### src/rtl/prbs_test_ctrl.sv
// prbs_test_ctrl: sequences one PRBS_15 test run.
//   IDLE : generator held in reset (gen_rst=0); waits for start.
//   LOAD : releases generator reset, feeds NUM_BYTES seed bytes, LSB byte first.
//   RUN  : runs run_len cycles, counting det_found pulses (saturating).
//   DONE : one-cycle done pulse; pass = (found_cnt == exp_found).
// Ports:
//   clk, rst        clock (rising edge), asynchronous active-low reset
//   start, abort    run request (IDLE only) / cancel an active LOAD or RUN
//   pattern         seed bytes, [7:0] sent first
//   rep_n           repeat count forwarded to the generator n input
//   run_len         RUN-phase length in cycles
//   exp_found       expected detector hit count
//   det_found       detector hit pulse
//   gen_rst         generator reset (active-low)
//   gen_data        generator data_in
//   gen_n           generator n
//   busy            high in LOAD and RUN
//   done            one-cycle pulse at the end of a completed run
//   pass            found_cnt == exp_found, valid from done
//   found_cnt       hits counted in the current/last run
module prbs_test_ctrl #(
  parameter int unsigned NUM_BYTES = 4,
  parameter int unsigned CNT_W     = 8
) (
  input  logic                   clk,
  input  logic                   rst,
  input  logic                   start,
  input  logic                   abort,
  input  logic [8*NUM_BYTES-1:0] pattern,
  input  logic [1:0]             rep_n,
  input  logic [CNT_W-1:0]       run_len,
  input  logic [CNT_W-1:0]       exp_found,
  input  logic                   det_found,
  output logic                   gen_rst,
  output logic [7:0]             gen_data,
  output logic [1:0]             gen_n,
  output logic                   busy,
  output logic                   done,
  output logic                   pass,
  output logic [CNT_W-1:0]       found_cnt
);

  localparam int unsigned PAT_W = 8 * NUM_BYTES;
  localparam int unsigned IDX_W = (NUM_BYTES > 1) ? $clog2(NUM_BYTES) : 1;

  typedef enum logic [1:0] {
    S_IDLE,
    S_LOAD,
    S_RUN,
    S_DONE
  } state_t;

  state_t             state_q, state_d;
  logic [IDX_W-1:0]   idx_q, idx_d, idx_nxt;
  logic [CNT_W-1:0]   run_cnt_q, run_cnt_d;
  logic [PAT_W-1:0]   pattern_q, pattern_d;
  logic [CNT_W-1:0]   run_len_q, run_len_d;
  logic [CNT_W-1:0]   exp_q, exp_d;

  logic               gen_rst_d;
  logic [7:0]         gen_data_d;
  logic [1:0]         gen_n_d;
  logic               busy_d;
  logic               done_d;
  logic               pass_d;
  logic [CNT_W-1:0]   found_d;
  logic [CNT_W-1:0]   found_sat;
  logic [CNT_W-1:0]   found_nxt;

  // Saturating increment of the hit counter
  assign found_sat = (found_cnt == {CNT_W{1'b1}}) ? found_cnt : CNT_W'(found_cnt + 1'b1);

  // Next-state and next-output logic
  always_comb begin
    state_d    = state_q;
    idx_d      = idx_q;
    idx_nxt    = IDX_W'(idx_q + 1'b1);
    run_cnt_d  = run_cnt_q;
    pattern_d  = pattern_q;
    run_len_d  = run_len_q;
    exp_d      = exp_q;
    gen_rst_d  = gen_rst;
    gen_data_d = gen_data;
    gen_n_d    = gen_n;
    busy_d     = busy;
    done_d     = 1'b0;
    pass_d     = pass;
    found_d    = found_cnt;
    found_nxt  = det_found ? found_sat : found_cnt;

    case (state_q)
      S_IDLE: begin
        if (start && !abort) begin
          pattern_d  = pattern;
          run_len_d  = run_len;
          exp_d      = exp_found;
          found_d    = '0;
          pass_d     = 1'b0;
          idx_d      = '0;
          state_d    = S_LOAD;
          gen_rst_d  = 1'b1;
          gen_data_d = pattern[7:0];
          gen_n_d    = rep_n;
          busy_d     = 1'b1;
        end
      end

      S_LOAD: begin
        if (abort) begin
          state_d    = S_IDLE;
          gen_rst_d  = 1'b0;
          gen_data_d = '0;
          gen_n_d    = '0;
          busy_d     = 1'b0;
          pass_d     = 1'b0;
        end else if (idx_q == IDX_W'(NUM_BYTES - 1)) begin
          // Last seed byte has been presented; gen_data keeps it from here on
          run_cnt_d = '0;
          if (run_len_q != '0) begin
            state_d = S_RUN;
          end else begin
            state_d = S_DONE;
            done_d  = 1'b1;
            busy_d  = 1'b0;
            pass_d  = (found_cnt == exp_q);
          end
        end else begin
          idx_d      = idx_nxt;
          gen_data_d = 8'(pattern_q >> {idx_nxt, 3'b000});
        end
      end

      S_RUN: begin
        if (abort) begin
          // Partial hit count is kept for inspection
          state_d    = S_IDLE;
          gen_rst_d  = 1'b0;
          gen_data_d = '0;
          gen_n_d    = '0;
          busy_d     = 1'b0;
          pass_d     = 1'b0;
        end else begin
          found_d   = found_nxt;
          run_cnt_d = CNT_W'(run_cnt_q + 1'b1);
          if (run_cnt_q == CNT_W'(run_len_q - 1'b1)) begin
            state_d = S_DONE;
            done_d  = 1'b1;
            busy_d  = 1'b0;
            pass_d  = (found_nxt == exp_q);
          end
        end
      end

      S_DONE: begin
        // abort and start are both ignored here
        state_d    = S_IDLE;
        gen_rst_d  = 1'b0;
        gen_data_d = '0;
        gen_n_d    = '0;
        busy_d     = 1'b0;
      end

      default: begin
        state_d    = S_IDLE;
        gen_rst_d  = 1'b0;
        gen_data_d = '0;
        gen_n_d    = '0;
        busy_d     = 1'b0;
      end
    endcase
  end

  // State, context and output registers
  always_ff @(posedge clk or negedge rst) begin
    if (!rst) begin
      state_q   <= S_IDLE;
      idx_q     <= '0;
      run_cnt_q <= '0;
      pattern_q <= '0;
      run_len_q <= '0;
      exp_q     <= '0;
      gen_rst   <= 1'b0;
      gen_data  <= '0;
      gen_n     <= '0;
      busy      <= 1'b0;
      done      <= 1'b0;
      pass      <= 1'b0;
      found_cnt <= '0;
    end else begin
      state_q   <= state_d;
      idx_q     <= idx_d;
      run_cnt_q <= run_cnt_d;
      pattern_q <= pattern_d;
      run_len_q <= run_len_d;
      exp_q     <= exp_d;
      gen_rst   <= gen_rst_d;
      gen_data  <= gen_data_d;
      gen_n     <= gen_n_d;
      busy      <= busy_d;
      done      <= done_d;
      pass      <= pass_d;
      found_cnt <= found_d;
    end
  end

endmodule

### config.mk
export PLATFORM = sky130hd
export DESIGN_NAME = prbs_test_ctrl
export DESIGN_NICKNAME = d
export VERILOG_FILES = /design/src/rtl/prbs_test_ctrl.sv
export SDC_FILE = /design/constraint.sdc
export NUM_CORES = 1
export LEC_CHECK = 0
export CAP_MARGIN = 5
export CORE_ASPECT_RATIO = 1.4
export CORE_UTILIZATION = 50
export CTS_BUF_LIST = sky130_fd_sc_hd__clkbuf_16
export CTS_CLUSTER_DIAMETER = 100
export DETAILED_ROUTE_END_ITERATION = 6
export PLACE_DENSITY = 0.76
export SYNTH_ARGS = -nofsm -noshare
export SYNTH_HDL_FRONTEND = slang
export SYNTH_SLANG_ARGS = --single-unit
### constraint.sdc
create_clock -name clk -period 3.02 [get_ports clk]
set_clock_uncertainty 0.2 [all_clocks]
set_input_delay 0.755 -clock clk [delete_from_list [all_inputs] [get_ports clk]]
set_output_delay 0.755 -clock clk [all_outputs]
set_load 0.02 [all_outputs]
==> flow_summary_export.csv <==
group,metric,value,unit
job,cap_violations,0,
worst_setup_path,cp_top_family,"simple AND/OR/NAND/NOR gates",
finish,multi_input_area,2225,um2
placed_design,portBuffers,76,
synthesis,synthMuxAreaShare,0.1748,
finish,num-fill-cells,668,
worst_setup_path,cp.arrival,2.88,ns
synthesis,synth-xor-area-share,0.05197,
power_and_ir_drop,leakage,2.318,nW
timing,tightest_slew,0.5832,ns
synthesis,synth-edff-count,0,
floorplanning,start_util,0.5120,
clock_network,numCtsBuffers,9,
timing,report.final.setup_viol,0,
global_route,grt_use_total,0.2371,
global_route,first_global_vias,3475,
min_path,hold_path.class,"in -> async",
clock_network,clk_pin_slew,0.07,ns
power_and_ir_drop,p_per_area,882.9,nW/um2
route,vias,3355,
finish,layout-drive-gt1-share,0.2059,
clock_network,cts_tree,"built",
synthesis,synth-compound-area-share,0.1294,
worst_setup_path,worstSetupPathType,"reg -> reg",
clock_network,htree_num_levels,3,
timing,slew_viol_final,0,
clock_network,cts.sinks,82,
global_route,grt_max_degree,46,
timing,relSlewSlack,0.6097,
timing,finalSetupTns,0,ns
worst_setup_path,slowest_stage,"or4b_4",
timing,period_needed,2.855,ns
global_route,gr-usage-met1,0.2911,
floorplanning,die_w,81.12,um
clock_network,cts_root_buf,"clkbuf_16",
timing,hold_ws,0.1735,ns
timing,finalHoldViolCount,0,
floorplanning,io_pins,77,
global_route,grt_first_pass_wirelength,16.51,mm
timing,grt_setup_unrepaired,"no",
floorplanning,core,8558,um2
synthesis,seq_area_frac_synth,0.4683,
finish,area.sequential,2052,um2
synthesis,synthAdderAreaFrac,0.02284,
synthesis,synth_warnings,0,
clock_network,cts_hold_buf,0,
finish,design_area,5617,um2
global_route,antenna_found_initial,0,
global_route,met3_usage,0.03145,
placed_design,dpl_cell_area,5314,um2
route,drtIter0Drc,154,
outcome,status,"completed",
route,wl,9.874,mm
clock_network,insertion_delay,0.34,ns
timing,fmax,0.3502,GHz
synthesis,synthFlopType,"dfrtp_1",
worst_setup_path,cp.required,3.05,ns
route,wl_per_cell,16.99,um
floorplanning,die_area,9147,um2
global_route,grtUsageMet2,0.4106,
placed_design,dpl.hpwl,7.353,mm
timing,finalCritPeriodShare,0.9455,
placed_design,routabilityCongestion,0.8603,
worst_setup_path,crit_fanout,5,
clock_network,cts_buffer_depth,2,
worst_setup_path,slowest_delay,0.49,ns
synthesis,netlist_area,4382,um2
global_route,grt.overflow.total,0,
floorplanning,num_rows,40,
finish,final_nets,534,
synthesis,ys_seq_elements,82,
finish,area_growth,28.18,%
finish,num_antenna_cells,0,
worst_setup_path,cp-end-kind,"register",
worst_setup_path,start_kind,"register",
synthesis,syn_area_per_cell,11.24,um2
route,drtPass1Iterations,4,
synthesis,synth_top_family_by_area,"multiplexers",
worst_setup_path,path_cells,"inv_1 > ha_1 > or4b_4 > or3_4 > a2111oi_4 > o211a_1 > o21ai_2 > mux2_4",
route,drcViolationCount,0,
synthesis,synth-async-reset-ratio,1.000,
floorplanning,die_h,112.8,um
worst_setup_path,critPathBufInv,1,
synthesis,yosys.area_share.simple,0.1271,
synthesis,syn_nets,453,
route,avgViaCountPerCell,5.775,
power_and_ir_drop,ir_worst_vdd,0.0005394,V
synthesis,syn_inst,390,
global_route,busiest_layer,"met2",
route,ant_nets,0,
synthesis,synth.distinct_cells,57,
sequential cells by signal, indices dropped and copies added (netlist names), 8 cells and up:
signal / flops
exp_q: 8
run_cnt_q: 8
run_len_q: 8
found_cnt: 8
gen_data: 8
pattern_q: 32
cells by family after synthesis:
kind of cell / after synthesis
xor gates and xnor gates: 26
muxes: 60
AOI/OAI and AO/OA: 78
DFF: 82
adders and majority gates: 8
buffers and inverters: 30
and+or+nand+nor: 106
synthesized netlist by cell type (4+ instances only):
cell type | number | area (um2)
nor2b_1 | 4 | 25.02
nand4_1 | 6 | 37.54
nand2_1 | 26 | 97.59
xor2_1 | 8 | 70.07
ha_1 | 8 | 100.1
buf_1 | 6 | 22.52
dfrtp_1 | 82 | 2052
inv_1 | 10 | 37.54
mux2_2 | 48 | 540.5
o21a_1 | 4 | 30.03
o31ai_1 | 4 | 30.03
xnor2_1 | 18 | 157.7
nor3_1 | 7 | 35.03
nor2_1 | 25 | 93.84
mux4_2 | 8 | 180.2
nand2b_1 | 5 | 31.28
clkbuf_1 | 14 | 52.55
o21ai_0 | 21 | 105.1
nand3_1 | 11 | 55.05
a21oi_1 | 11 | 55.05
a22oi_1 | 10 | 75.07
power breakdown:
part           internal, mW  total (mW)  switching [mW]
registers              1.53        1.88           0.356
clock network         0.638        1.08           0.444
logic                  1.07        1.99           0.918
total                  3.24        4.96            1.72
layout make-up:
cell class	count	area share
sequential	82	0.3653
timing repair buffer	90	0.1559
clock inverter	7	0.01247
clock buffer	9	0.04010
inverter	10	0.006683
multi-input combinational	278	0.3961
tap	105	0.02339
worst register-to-register path: stages (launching register included):
cell       delay, ns
dfrtp_1         0.42
inv_1           0.07
ha_1            0.18
or4b_4          0.49
or3_4           0.39
a2111oi_4       0.36
o211a_1         0.26
o21ai_2         0.07
mux2_4          0.29
layout by cell type, fill, tap and decap left out, drive strengths merged, types with 2 or more instances in the layout:
| cell | instances |
|---|---|
| o32ai | 2 |
| o32a | 3 |
| nor4 | 3 |
| xor2 | 8 |
| nand4 | 6 |
| mux2i | 3 |
| a22oi | 10 |
| nor3 | 7 |
| buf | 15 |
| or4 | 2 |
| nor2 | 25 |
| o211ai | 2 |
| or4b | 2 |
| o31ai | 4 |
| and4 | 3 |
| clkdlybuf4s50 | 75 |
| ha | 8 |
| o21a | 4 |
| nand2b | 5 |
| and3 | 2 |
| and2 | 2 |
| mux2 | 49 |
| xnor2 | 18 |
| nor2b | 4 |
| nand3b | 3 |
| nand2 | 26 |
| a21o | 2 |
| a32o | 2 |
| clkinvlp | 3 |
| nand3 | 11 |
| o22ai | 2 |
| clkbuf | 9 |
| a21oi | 11 |
| o211a | 2 |
| dfrtp | 82 |
| mux4 | 8 |
| o21ai | 22 |
| inv | 12 |
metrics by stage:
stage / setup slack, ns / cells / power, mW / utilization
finish: 0.1646 / 581 / 4.959 / 0.6563
global route: 0.02206 / 581 / 5.254 / 0.6563
CTS: 0.1538 / 581 / 4.982 / 0.6554
detailed placement: 0.1270 / 565 / 3.892 / 0.6209
global placement: 0.1367 / 565 / 3.792 / 0.6209
floorplan: 0.2626 / 390 / 3.237 / -
metal layers:
layer	share of wire	wire [um]	up-vias
li1	-	-	1595
met1	0.41	4005	1663
met2	0.54	5311	77
met3	0.034	331	20
met4	0.023	226	0
met5	0	0	-
worst paths after layout:
path / start / cells past startpoint / to / slack [ns]
setup / recovery: run_len_q[0] / 8 / busy / 0.16
hold / removal: rst / 1 / exp_q[5] / 0.17
setup reg to reg: run_len_q[0] / 8 / busy / 0.16
hold reg to reg: gen_data[7] / 2 / gen_data[7] / 0.29
max in group asynchronous: rst / 2 / state_q[1] / 1.84
min in group clk: gen_data[7] / 2 / gen_data[7] / 0.29
repair_timing:
item	CTS	global route
setup buffers	0	0
resized for setup	0	1
setup endpoints to repair	0	1
(Power assumes the default switching activity.)
